## config.mk

```make
export PLATFORM = sky130hd
export DESIGN_NAME = trace_pkt_serializer_flat
export DESIGN_NICKNAME = d
export VERILOG_FILES = /design/src/rtl/trace_pkt_serializer_if.sv /design/src/rtl/trace_pkt_serializer.sv /design/src/flat_wrapper.sv
export SDC_FILE = /design/constraint.sdc
export NUM_CORES = 1
export LEC_CHECK = 0
export BUFFER_PORTS_ARGS = -buffer_cell sky130_fd_sc_hd__buf_2
export CAP_MARGIN = 10
export CORE_MARGIN = 4
export CORE_UTILIZATION = 53
export CTS_CLUSTER_SIZE = 12
export DETAILED_ROUTE_END_ITERATION = 6
export PLACE_DENSITY = 0.8
export SLEW_MARGIN = 20
export SYNTH_ARGS = -nofsm -noshare
export SYNTH_HDL_FRONTEND = slang
export SYNTH_SLANG_ARGS = --single-unit
```

## constraint.sdc

```tcl
create_clock -name clk -period 20.2 [get_ports clk]
set_input_delay 1.01 -clock clk [delete_from_list [all_inputs] [get_ports clk]]
set_output_delay 1.01 -clock clk [all_outputs]
set_load 0.1 [all_outputs]
```

## src/rtl/trace_pkt_serializer_if.sv

```systemverilog
// Trace record stream between the serializer (master) and a trace sink (slave).
// Carries one retired instruction per beat with valid/ready flow control.
// Ports: tr_valid/tr_ready handshake, tr_slot/insn/addr/exc/int/ecause/tval/ovf record payload.
interface trace_pkt_serializer_if;
  logic        tr_valid;
  logic        tr_ready;
  logic [1:0]  tr_slot;
  logic [31:0] tr_insn;
  logic [31:0] tr_addr;
  logic        tr_exc;
  logic        tr_int;
  logic [4:0]  tr_ecause;
  logic [31:0] tr_tval;
  logic        tr_ovf;

  modport master (
    output tr_valid, tr_slot, tr_insn, tr_addr, tr_exc, tr_int, tr_ecause, tr_tval, tr_ovf,
    input  tr_ready
  );

  modport slave (
    input  tr_valid, tr_slot, tr_insn, tr_addr, tr_exc, tr_int, tr_ecause, tr_tval, tr_ovf,
    output tr_ready
  );
endinterface

```

## src/rtl/trace_pkt_serializer.sv

```systemverilog
// Buffers 3-slot retire-trace packets and replays them as one-instruction-per-beat records.
// Latency: first record valid the cycle after the push into an empty FIFO; 1 record/cycle sustained.
// Backpressure: records hold while tr_ready=0; core never stalls, packets arriving when full are dropped and counted.
// Ports: clk, rst_l (async low), trace_rv_i_* packet inputs, tr (record stream master), drop_cnt (saturating drops).
module trace_pkt_serializer #(
  parameter int DEPTH = 4,
  parameter int CNT_W = 16
) (
  input  logic                 clk,
  input  logic                 rst_l,
  input  logic [2:0]           trace_rv_i_valid_ip,
  input  logic [95:0]          trace_rv_i_insn_ip,
  input  logic [95:0]          trace_rv_i_address_ip,
  input  logic [2:0]           trace_rv_i_exception_ip,
  input  logic [4:0]           trace_rv_i_ecause_ip,
  input  logic [2:0]           trace_rv_i_interrupt_ip,
  input  logic [31:0]          trace_rv_i_tval_ip,
  trace_pkt_serializer_if.master tr,
  output logic [CNT_W-1:0]     drop_cnt
);

  localparam int AW = $clog2(DEPTH);

  typedef struct packed {
    logic [2:0]  valid;
    logic [95:0] insn;
    logic [95:0] addr;
    logic [2:0]  exc;
    logic [2:0]  intr;
    logic [4:0]  ecause;
    logic [31:0] tval;
    logic        ovf;
  } entry_t;

  typedef enum logic {S_IDLE, S_EMIT} state_t;

  entry_t      mem [DEPTH];
  entry_t      head;
  logic [AW:0] wr_ptr, rd_ptr, wr_ptr_d, rd_ptr_d;
  logic        fifo_full;
  logic        ovf_pend;

  state_t      state_q, state_d;
  logic [2:0]  sent_q, sent_d;   // slots of the head entry already handed to the sink
  logic [2:0]  rem, slot_oh, rem_after;
  logic [1:0]  slot;
  logic        hs, pop, push_req, push_ok, drop, flagged;

  assign head      = mem[rd_ptr[AW-1:0]];
  assign fifo_full = (wr_ptr[AW] != rd_ptr[AW]) && (wr_ptr[AW-1:0] == rd_ptr[AW-1:0]);

  always_comb begin
    state_d   = state_q;
    sent_d    = sent_q;
    rem       = 3'b000;
    slot      = 2'd0;
    slot_oh   = 3'b000;
    rem_after = 3'b000;
    hs        = 1'b0;
    pop       = 1'b0;
    flagged   = 1'b0;

    if (state_q == S_EMIT) begin
      // Lowest valid slot not yet sent; an entry always has at least one left while it is at the head.
      rem = head.valid & ~sent_q;
      if (rem[0]) begin
        slot = 2'd0; slot_oh = 3'b001;
      end else if (rem[1]) begin
        slot = 2'd1; slot_oh = 3'b010;
      end else begin
        slot = 2'd2; slot_oh = 3'b100;
      end
      rem_after = rem & ~slot_oh;
      hs        = tr.tr_ready;
      pop       = hs && (rem_after == 3'b000);
      flagged   = head.exc[slot] | head.intr[slot];
    end

    // A pop in the same cycle frees the slot the incoming packet needs.
    push_req = |trace_rv_i_valid_ip;
    push_ok  = push_req && (!fifo_full || pop);
    drop     = push_req && fifo_full && !pop;

    wr_ptr_d = wr_ptr + {{AW{1'b0}}, push_ok};
    rd_ptr_d = rd_ptr + {{AW{1'b0}}, pop};

    if (hs) sent_d = pop ? 3'b000 : (sent_q | slot_oh);
    state_d = (wr_ptr_d != rd_ptr_d) ? S_EMIT : S_IDLE;

    tr.tr_valid  = (state_q == S_EMIT);
    tr.tr_slot   = tr.tr_valid ? slot : 2'd0;
    tr.tr_insn   = tr.tr_valid ? head.insn[{slot, 5'b0} +: 32] : 32'd0;
    tr.tr_addr   = tr.tr_valid ? head.addr[{slot, 5'b0} +: 32] : 32'd0;
    tr.tr_exc    = tr.tr_valid ? head.exc[slot] : 1'b0;
    tr.tr_int    = tr.tr_valid ? head.intr[slot] : 1'b0;
    tr.tr_ecause = flagged ? head.ecause : 5'd0;
    tr.tr_tval   = flagged ? head.tval : 32'd0;
    // Overflow marker rides only on the first record of the entry.
    tr.tr_ovf    = tr.tr_valid && head.ovf && (sent_q == 3'b000);
  end

  always_ff @(posedge clk or negedge rst_l) begin
    if (!rst_l) begin
      state_q  <= S_IDLE;
      sent_q   <= 3'b000;
      wr_ptr   <= '0;
      rd_ptr   <= '0;
      ovf_pend <= 1'b0;
      drop_cnt <= '0;
    end else begin
      state_q <= state_d;
      sent_q  <= sent_d;
      wr_ptr  <= wr_ptr_d;
      rd_ptr  <= rd_ptr_d;
      if (drop) begin
        ovf_pend <= 1'b1;
        if (drop_cnt != {CNT_W{1'b1}}) drop_cnt <= drop_cnt + CNT_W'(1);
      end else if (push_ok) begin
        ovf_pend <= 1'b0;
      end
    end
  end

  // Storage is not reset; outputs are gated by the FSM state so stale contents never escape.
  always_ff @(posedge clk) begin
    if (push_ok) begin
      mem[wr_ptr[AW-1:0]] <= '{
        valid:  trace_rv_i_valid_ip,
        insn:   trace_rv_i_insn_ip,
        addr:   trace_rv_i_address_ip,
        exc:    trace_rv_i_exception_ip,
        intr:   trace_rv_i_interrupt_ip,
        ecause: trace_rv_i_ecause_ip,
        tval:   trace_rv_i_tval_ip,
        ovf:    ovf_pend
      };
    end
  end

endmodule
```

## src/flat_wrapper.sv

```systemverilog
// flat-port wrapper written by rule: the top's interface ports become plain ports
module trace_pkt_serializer_flat 
#(
  parameter int DEPTH = 4,
  parameter int CNT_W = 16
)
  (clk, rst_l, trace_rv_i_valid_ip, trace_rv_i_insn_ip, trace_rv_i_address_ip, trace_rv_i_exception_ip, trace_rv_i_ecause_ip, trace_rv_i_interrupt_ip, trace_rv_i_tval_ip, drop_cnt, tr_tr_valid, tr_tr_slot, tr_tr_insn, tr_tr_addr, tr_tr_exc, tr_tr_int, tr_tr_ecause, tr_tr_tval, tr_tr_ovf, tr_tr_ready);
  trace_pkt_serializer_if tr_i ();
  input  logic clk;
  input  logic rst_l;
  input  logic [2:0] trace_rv_i_valid_ip;
  input  logic [95:0] trace_rv_i_insn_ip;
  input  logic [95:0] trace_rv_i_address_ip;
  input  logic [2:0] trace_rv_i_exception_ip;
  input  logic [4:0] trace_rv_i_ecause_ip;
  input  logic [2:0] trace_rv_i_interrupt_ip;
  input  logic [31:0] trace_rv_i_tval_ip;
  output logic [CNT_W-1:0] drop_cnt;
  output wire logic [$bits(tr_i.tr_valid)-1:0] tr_tr_valid;
  output wire logic [$bits(tr_i.tr_slot)-1:0] tr_tr_slot;
  output wire logic [$bits(tr_i.tr_insn)-1:0] tr_tr_insn;
  output wire logic [$bits(tr_i.tr_addr)-1:0] tr_tr_addr;
  output wire logic [$bits(tr_i.tr_exc)-1:0] tr_tr_exc;
  output wire logic [$bits(tr_i.tr_int)-1:0] tr_tr_int;
  output wire logic [$bits(tr_i.tr_ecause)-1:0] tr_tr_ecause;
  output wire logic [$bits(tr_i.tr_tval)-1:0] tr_tr_tval;
  output wire logic [$bits(tr_i.tr_ovf)-1:0] tr_tr_ovf;
  input wire logic [$bits(tr_i.tr_ready)-1:0] tr_tr_ready;
  assign tr_tr_valid = tr_i.tr_valid;
  assign tr_tr_slot = tr_i.tr_slot;
  assign tr_tr_insn = tr_i.tr_insn;
  assign tr_tr_addr = tr_i.tr_addr;
  assign tr_tr_exc = tr_i.tr_exc;
  assign tr_tr_int = tr_i.tr_int;
  assign tr_tr_ecause = tr_i.tr_ecause;
  assign tr_tr_tval = tr_i.tr_tval;
  assign tr_tr_ovf = tr_i.tr_ovf;
  assign tr_i.tr_ready = tr_tr_ready;
  trace_pkt_serializer #(.DEPTH(DEPTH), .CNT_W(CNT_W)) u_core (.clk(clk), .rst_l(rst_l), .trace_rv_i_valid_ip(trace_rv_i_valid_ip), .trace_rv_i_insn_ip(trace_rv_i_insn_ip), .trace_rv_i_address_ip(trace_rv_i_address_ip), .trace_rv_i_exception_ip(trace_rv_i_exception_ip), .trace_rv_i_ecause_ip(trace_rv_i_ecause_ip), .trace_rv_i_interrupt_ip(trace_rv_i_interrupt_ip), .trace_rv_i_tval_ip(trace_rv_i_tval_ip), .tr(tr_i), .drop_cnt(drop_cnt));
endmodule
```

# After elaboration in Yosys (flattened, before gate mapping)
# Memories as Yosys holds them, arrays and structs flattened.
# Index checks and enable logic that the tools add are counted.
[totals] ff_bits=27 mem_bits_rw=956 elab_cells=71 mem_count=1
[classes] n_addsub=3 magnitude_cmp=2 n_eq_ne=4 n_shift=2 n_mux=32 n_bitwise=6 reduce_logical=15
[mem_list] name="u_core.mem" words=4 width=239 read_ports=1 rd_clocked_by_memory_dff=0 write_ports=1 line="trace_pkt_serializer.sv:37" source="entry_t mem [DEPTH];"
[ops] cell="$shiftx A96 B8 Y32" n=2
[ops] cell="$mux W32" n=3
[ops] cell="$add A16 B1 Y16 const B" n=1
[ops] cell="$ne A16 B16 Y1 const B" n=1
[ops] cell="$mux W3" n=5
[ops] cell="$mux W1" n=14
[ops] cell="$mux W2" n=5
[ops] cell="$bmux W1 S2" n=4
[ops] cell="$logic_and A1 B1 Y1" n=7
[ops] cell="$add A3 B1 Y3" n=2
[ops] cell="$and A3 B3 Y3" n=2
[ops] cell="$logic_not A3 Y1" n=2
[ops] cell="$lt A2 B3 Y1 const B" n=2
[ops] cell="$not A3 Y3" n=2
[ops] cell="$mux W5" n=1
[ops] cell="$ne A3 B3 Y1" n=1
[ops] cell="$or A3 B3 Y3" n=1
[ops] cell="$reduce_or A3 Y1" n=1
[ops] cell="$eq A2 B2 Y1" n=1
[ops] cell="$logic_not A1 Y1" n=2
[ops] cell="$reduce_and A2 Y1" n=1
[ops] cell="$reduce_bool A2 Y1" n=1
[ops] cell="$logic_or A1 B1 Y1" n=1
[ops] cell="$ne A1 B1 Y1" n=1
[ops] cell="$or A1 B1 Y1" n=1

# Longest topological paths before layout
[depth] ltp_word=15 depth_mapped=14

# Least setup slack after synthesis
# Ideal clock, no wire load.
[synth_path] path_kind="register to register" startpoint="register u_core.rd_ptr[1]" endpoint="memory u_core.mem[2][0] (netlist name), enable pin" setup_time_ps=1180 t_arrival_ps=19160 t_required_ps=19020 path_slack_ps=-140 stages_incl_launch_ff=10 path_buffers=3 path_cell_list="dfrtp_1 buf_4 mux2_2 a22oi_1 buf_2 a211o_1 and4_4 buf_6 o21ai_1 nor3b_1"
[synth_via] elab_chain_cells=14
[synth_lines] item="from (decl)" line="trace_pkt_serializer.sv:39" source="logic [AW:0] wr_ptr, rd_ptr, wr_ptr_d, rd_ptr_d;"
[synth_lines] item="from (signal assigned)" line="trace_pkt_serializer.sv:114" source="rd_ptr <= rd_ptr_d;"
[synth_lines] item="$mem_v2 Z4 W239"
[synth_lines] item="$and A3 B3 Y3" line="trace_pkt_serializer.sv:65" source="rem = head.valid & ~sent_q;"
[synth_lines] item="$mux W3" line="trace_pkt_serializer.sv:68" source="end else if (rem[1]) begin"
[synth_lines] item="$mux W3" line="trace_pkt_serializer.sv:66" source="if (rem[0]) begin"
[synth_lines] item="$mux W3" line="trace_pkt_serializer.sv:63" source="if (state_q == S_EMIT) begin"
[synth_lines] item="$not A3 Y3" line="trace_pkt_serializer.sv:73" source="rem_after = rem & ~slot_oh;"
[synth_lines] item="$and A3 B3 Y3" line="trace_pkt_serializer.sv:73"
[synth_lines] item="$logic_not A3 Y1" line="trace_pkt_serializer.sv:75" source="pop = hs && (rem_after == 3'b000);"
[synth_lines] item="$logic_and A1 B1 Y1" line="trace_pkt_serializer.sv:75"
[synth_lines] item="$mux W1" line="trace_pkt_serializer.sv:63"
[synth_lines] item="$logic_or A1 B1 Y1 (*)" line="trace_pkt_serializer.sv:81" source="push_ok = push_req && (!fifo_full || pop);"
[synth_lines] item="$logic_and A1 B1 Y1 (*)" line="trace_pkt_serializer.sv:81"
[synth_lines] item="$mux W1 (*)" line="trace_pkt_serializer.sv:126" source="if (push_ok) begin"
[synth_lines] item="$mux W1 (implied by the code) (*)" line="trace_pkt_serializer.sv:127" source="mem[wr_ptr[AW-1:0]] <= '{"
[synth_lines] item="to (decl)" line="trace_pkt_serializer.sv:37"
# Mark *: on every way between the ends. The rest lies on a longest branch, timed or not. The select of a mux whose other input is x is not followed.

# Worst setup path in the final report
[layout_path] startpoint="register u_core.rd_ptr[0]" endpoint="output tr_tr_insn[2]"
[layout_via] elab_chain_cells=8
[layout_lines] item="$mem_v2 Z4 W239 (*)"
[layout_lines] item="$and A3 B3 Y3" line="trace_pkt_serializer.sv:65"
[layout_lines] item="$mux W2" line="trace_pkt_serializer.sv:68"
[layout_lines] item="$mux W2" line="trace_pkt_serializer.sv:66"
[layout_lines] item="$mux W2 (2 in series)" line="trace_pkt_serializer.sv:63"
[layout_lines] item="$shiftx A96 B8 Y32 (*)" line="trace_pkt_serializer.sv:92" source="tr.tr_insn = tr.tr_valid ? head.insn[{slot, 5'b0} +: 32] : 32'd0;"
[layout_lines] item="$mux W32 (*)" line="trace_pkt_serializer.sv:92"
[layout_lines] item="to (decl)" line="flat_wrapper.sv:21" source="output wire logic [$bits(tr_i.tr_insn)-1:0] tr_tr_insn;"
# Marked as above.

==> impl_metrics.tcl <==
set metrics [dict create \
    status "finished, final reports clean" \
    post_drt_wl_per_cell_um 25.5 \
    postCtsSetupBuffers 0 \
    slowest_stage "dfrtp_4" \
    timing.rr.end "u_core.mem[2][160]" \
    htree_levels 3 \
    syn_nets 1904 \
    grt_overflow 0 \
    synth_area_leaders "edfxtp_1 76%, mux4_2 14%, dfrtp_1 1.8%" \
    slew_viol_final 0 \
    cts_buffers 100 \
    grt_max_degree 156 \
    drt-pass1-iter-count 5 \
    fin_crit_sh_pct 30.5 \
    num-fill-cells 4682 \
    grt_pass1_wl_um 118000 \
    synth_cells 1658 \
    numPortBuffers 363 \
    yosys.area.top_type_share_pct 76.1 \
    die_h_um 275 \
    clkLatencyLatePin_ns 0.65 \
    drtAntennaViolNets 0 \
    slew_headroom_pct 12.3 \
    worst-setup-path-type "reg2out" \
    synth_area_leader_cell "edfxtp_1" \
    row_count 97 \
    fin_area_sq_mm 0.0437 \
    regArea_sq_mm 0.0294 \
    dpl_cell_area_sq_mm 0.0406 \
    crit_buf_inv 3 \
    ios 364 \
    grt_use_total_pct 20.7 \
    gp_congestion 0.802 \
    report.final.hold_viol_count 0 \
    yosysSeqAreaShare_pct 77.9 \
    first_global_vias 18966 \
    setup_viol 0 \
    worst_pin_slew_ns 1.32 \
    multi_input_area_sq_mm 0.00796 \
    ys_ff_latch 983 \
    required_ns 19.19 \
    fmax_mhz 162 \
    clock-sinks 983 \
    regToRegSetupSlack_ns 14.12 \
    timing.rr.start "u_core.rd_ptr[0]" \
    die_w_um 275 \
    crit_family "buffers and inverters" \
    initial_core_util_pct 53.7 \
    holdBufCountCts 0 \
    min_path_type "in2async" \
    cts_tree "done" \
    ctsResizeCount 0 \
    drcViolationCount 0 \
    worst_slack_ns 14.04 \
    fin_nets 2303 \
    yosys_warnings 0 \
    vias 18128 \
    synth.cell_area_sq_mm 0.0377 \
    crit_chain "buf_4 > or2_0 > o22a_4 > buf_4 > mux2i_1 > nand2_1 > o211a_1 > buf_2" \
    startpoint_type "flop" \
    viasPerCell 5.87 \
    rsz0062_at_grt "no" \
    cts.clk_slew.worst_paths_ns 0.06 \
    coreArea_sq_mm 0.0703 \
    fin_crit_ns 6.16 \
    async_reset_ff_share_pct 2.75 \
    path_max_fanout 51 \
    cp_slowest_stage_delay_ns 0.93 \
    cp_common_cell "buf_4" \
    area_growth_pct 15.8 \
    syn_area_per_cell_sq_um 22.7 \
    totalWireLength_um 78700 \
    pre_cts_ws_ns 13.74 \
    final.setup.tns_ns 0 \
    synth-edff-count 956 \
    clockRootBuffer "clkbuf_16" \
    r2r_cells 10 \
    clk_path_buf_depth 3 \
    synthFlopType "edfxtp_1" \
    arrival_ns 5.15 \
    worst_setup_path_end_kind "primary output" \
    hpwl_um 46100 \
    drtIter0Drc 1465 \
    antenna_found_initial 41 \
    fin_worst_skew_ns 0.0145 \
    drive_gt1_share_pct 36.2 \
    ys_types 45 \
    synth_most_common_cell "edfxtp_1" \
    drv_cap 0 \
    synth_common_cells "956 x edfxtp_1, 237 x mux4_2, 72 x nand2_1" \
    dieArea_sq_mm 0.0755 \
]
==> flip-flops by register name, indices dropped and copies added (netlist names) <==
register	count
u_core.wr_ptr	3
u_core.tr.tr_valid	1
u_core.mem	956
u_core.sent_q	3
u_core.ovf_pend	1
u_core.rd_ptr	3
u_core.drop_cnt	16
==> cells by family (layout without fill, tap and decap cells) <==
logic type / count (synthesis) / after routing / share of synthesized area (%)
AO/OA/AOI/OAI: 78 / 78 / 1.99
XOR/XNOR: 23 / 23 / 0.534
adder cells (fa/ha/maj): 5 / 5 / 0.166
buffers and inverters: 95 / 553 / 1.09
flip-flops: 983 / 983 / 77.9
multiplexers: 307 / 307 / 16.0
other: 0 / 33 / 0
AND/OR/NAND/NOR: 167 / 167 / 2.25
==> through the flow <==
step | util [%] | hold WS, ns | cells
2_1_floorplan | - | 0.477 | 1658
3_3_place_gp | 57.8 | 0.471 | 2895
3_5_place_dp | 57.8 | 0.476 | 2895
4_1_cts | 62.0 | 0.363 | 3056
5_1_grt | 62.1 | 0.393 | 3076
6_report | 62.1 | 0.375 | 3089
==> layer usage <==
metal,up-vias,wire length [um],GRT usage [%]
met4,16,2230,7.27
met1,9467,30700,28.2
met3,153,5920,5.35
met5,-,96,0
met2,697,39700,33.1
li1,7795,-,-
==> layout by cell type (no fill, tap or decap), types with 3 or more instances in the layout <==
cell type and instances:
nand2b_1 3, mux2_2 4, clkbuf_16 101, a31oi_1 3, clkinv_1 19, diode_2 33, mux2i_1 66, clkbuf_1 20
and3_1 5, xnor2_1 3, dfrtp_4 3, nand2_1 72, ha_1 5, buf_12 4, buf_4 19, inv_1 4
nor3_1 5, bufinv_16 4, o211a_1 64, nand3_1 7, and2_1 3, buf_2 363, nor4_1 8, xor2_1 20
nor2b_1 40, edfxtp_1 956, mux4_2 237, clkinv_2 6, nor2_1 8, dfrtp_1 24
==> layout make-up <==
cell class                      instances  area share, %
Multi-Input combinational cell        580           18.2
Timing Repair Buffer                  388           4.72
Tap cell                              940           2.69
Inverter                                4         0.0344
Clock buffer                          123           6.02
Antenna cell                           33          0.189
Clock inverter                         38          0.799
Sequential cell                       983           67.3
==> worst max path at each step <==
| stage | start | endpoint | depth (start not counted) |
|---|---|---|---|
| detailed placement | u_core.rd_ptr[0] | u_core.mem[2][202] | 10 |
| finish | u_core.rd_ptr[0] | tr_tr_insn[2] | 8 |
| global route | u_core.rd_ptr[0] | tr_tr_addr[26] | 8 |
| global placement | u_core.rd_ptr[0] | u_core.mem[2][40] | 10 |
| CTS | u_core.rd_ptr[0] | u_core.mem[2][42] | 10 |
| floorplan | u_core.rd_ptr[1] | u_core.mem[0][0] | 9 |
Power is not shown: default switching activity piles up to over one toggle a cycle in this logic, so the estimate is an artifact.
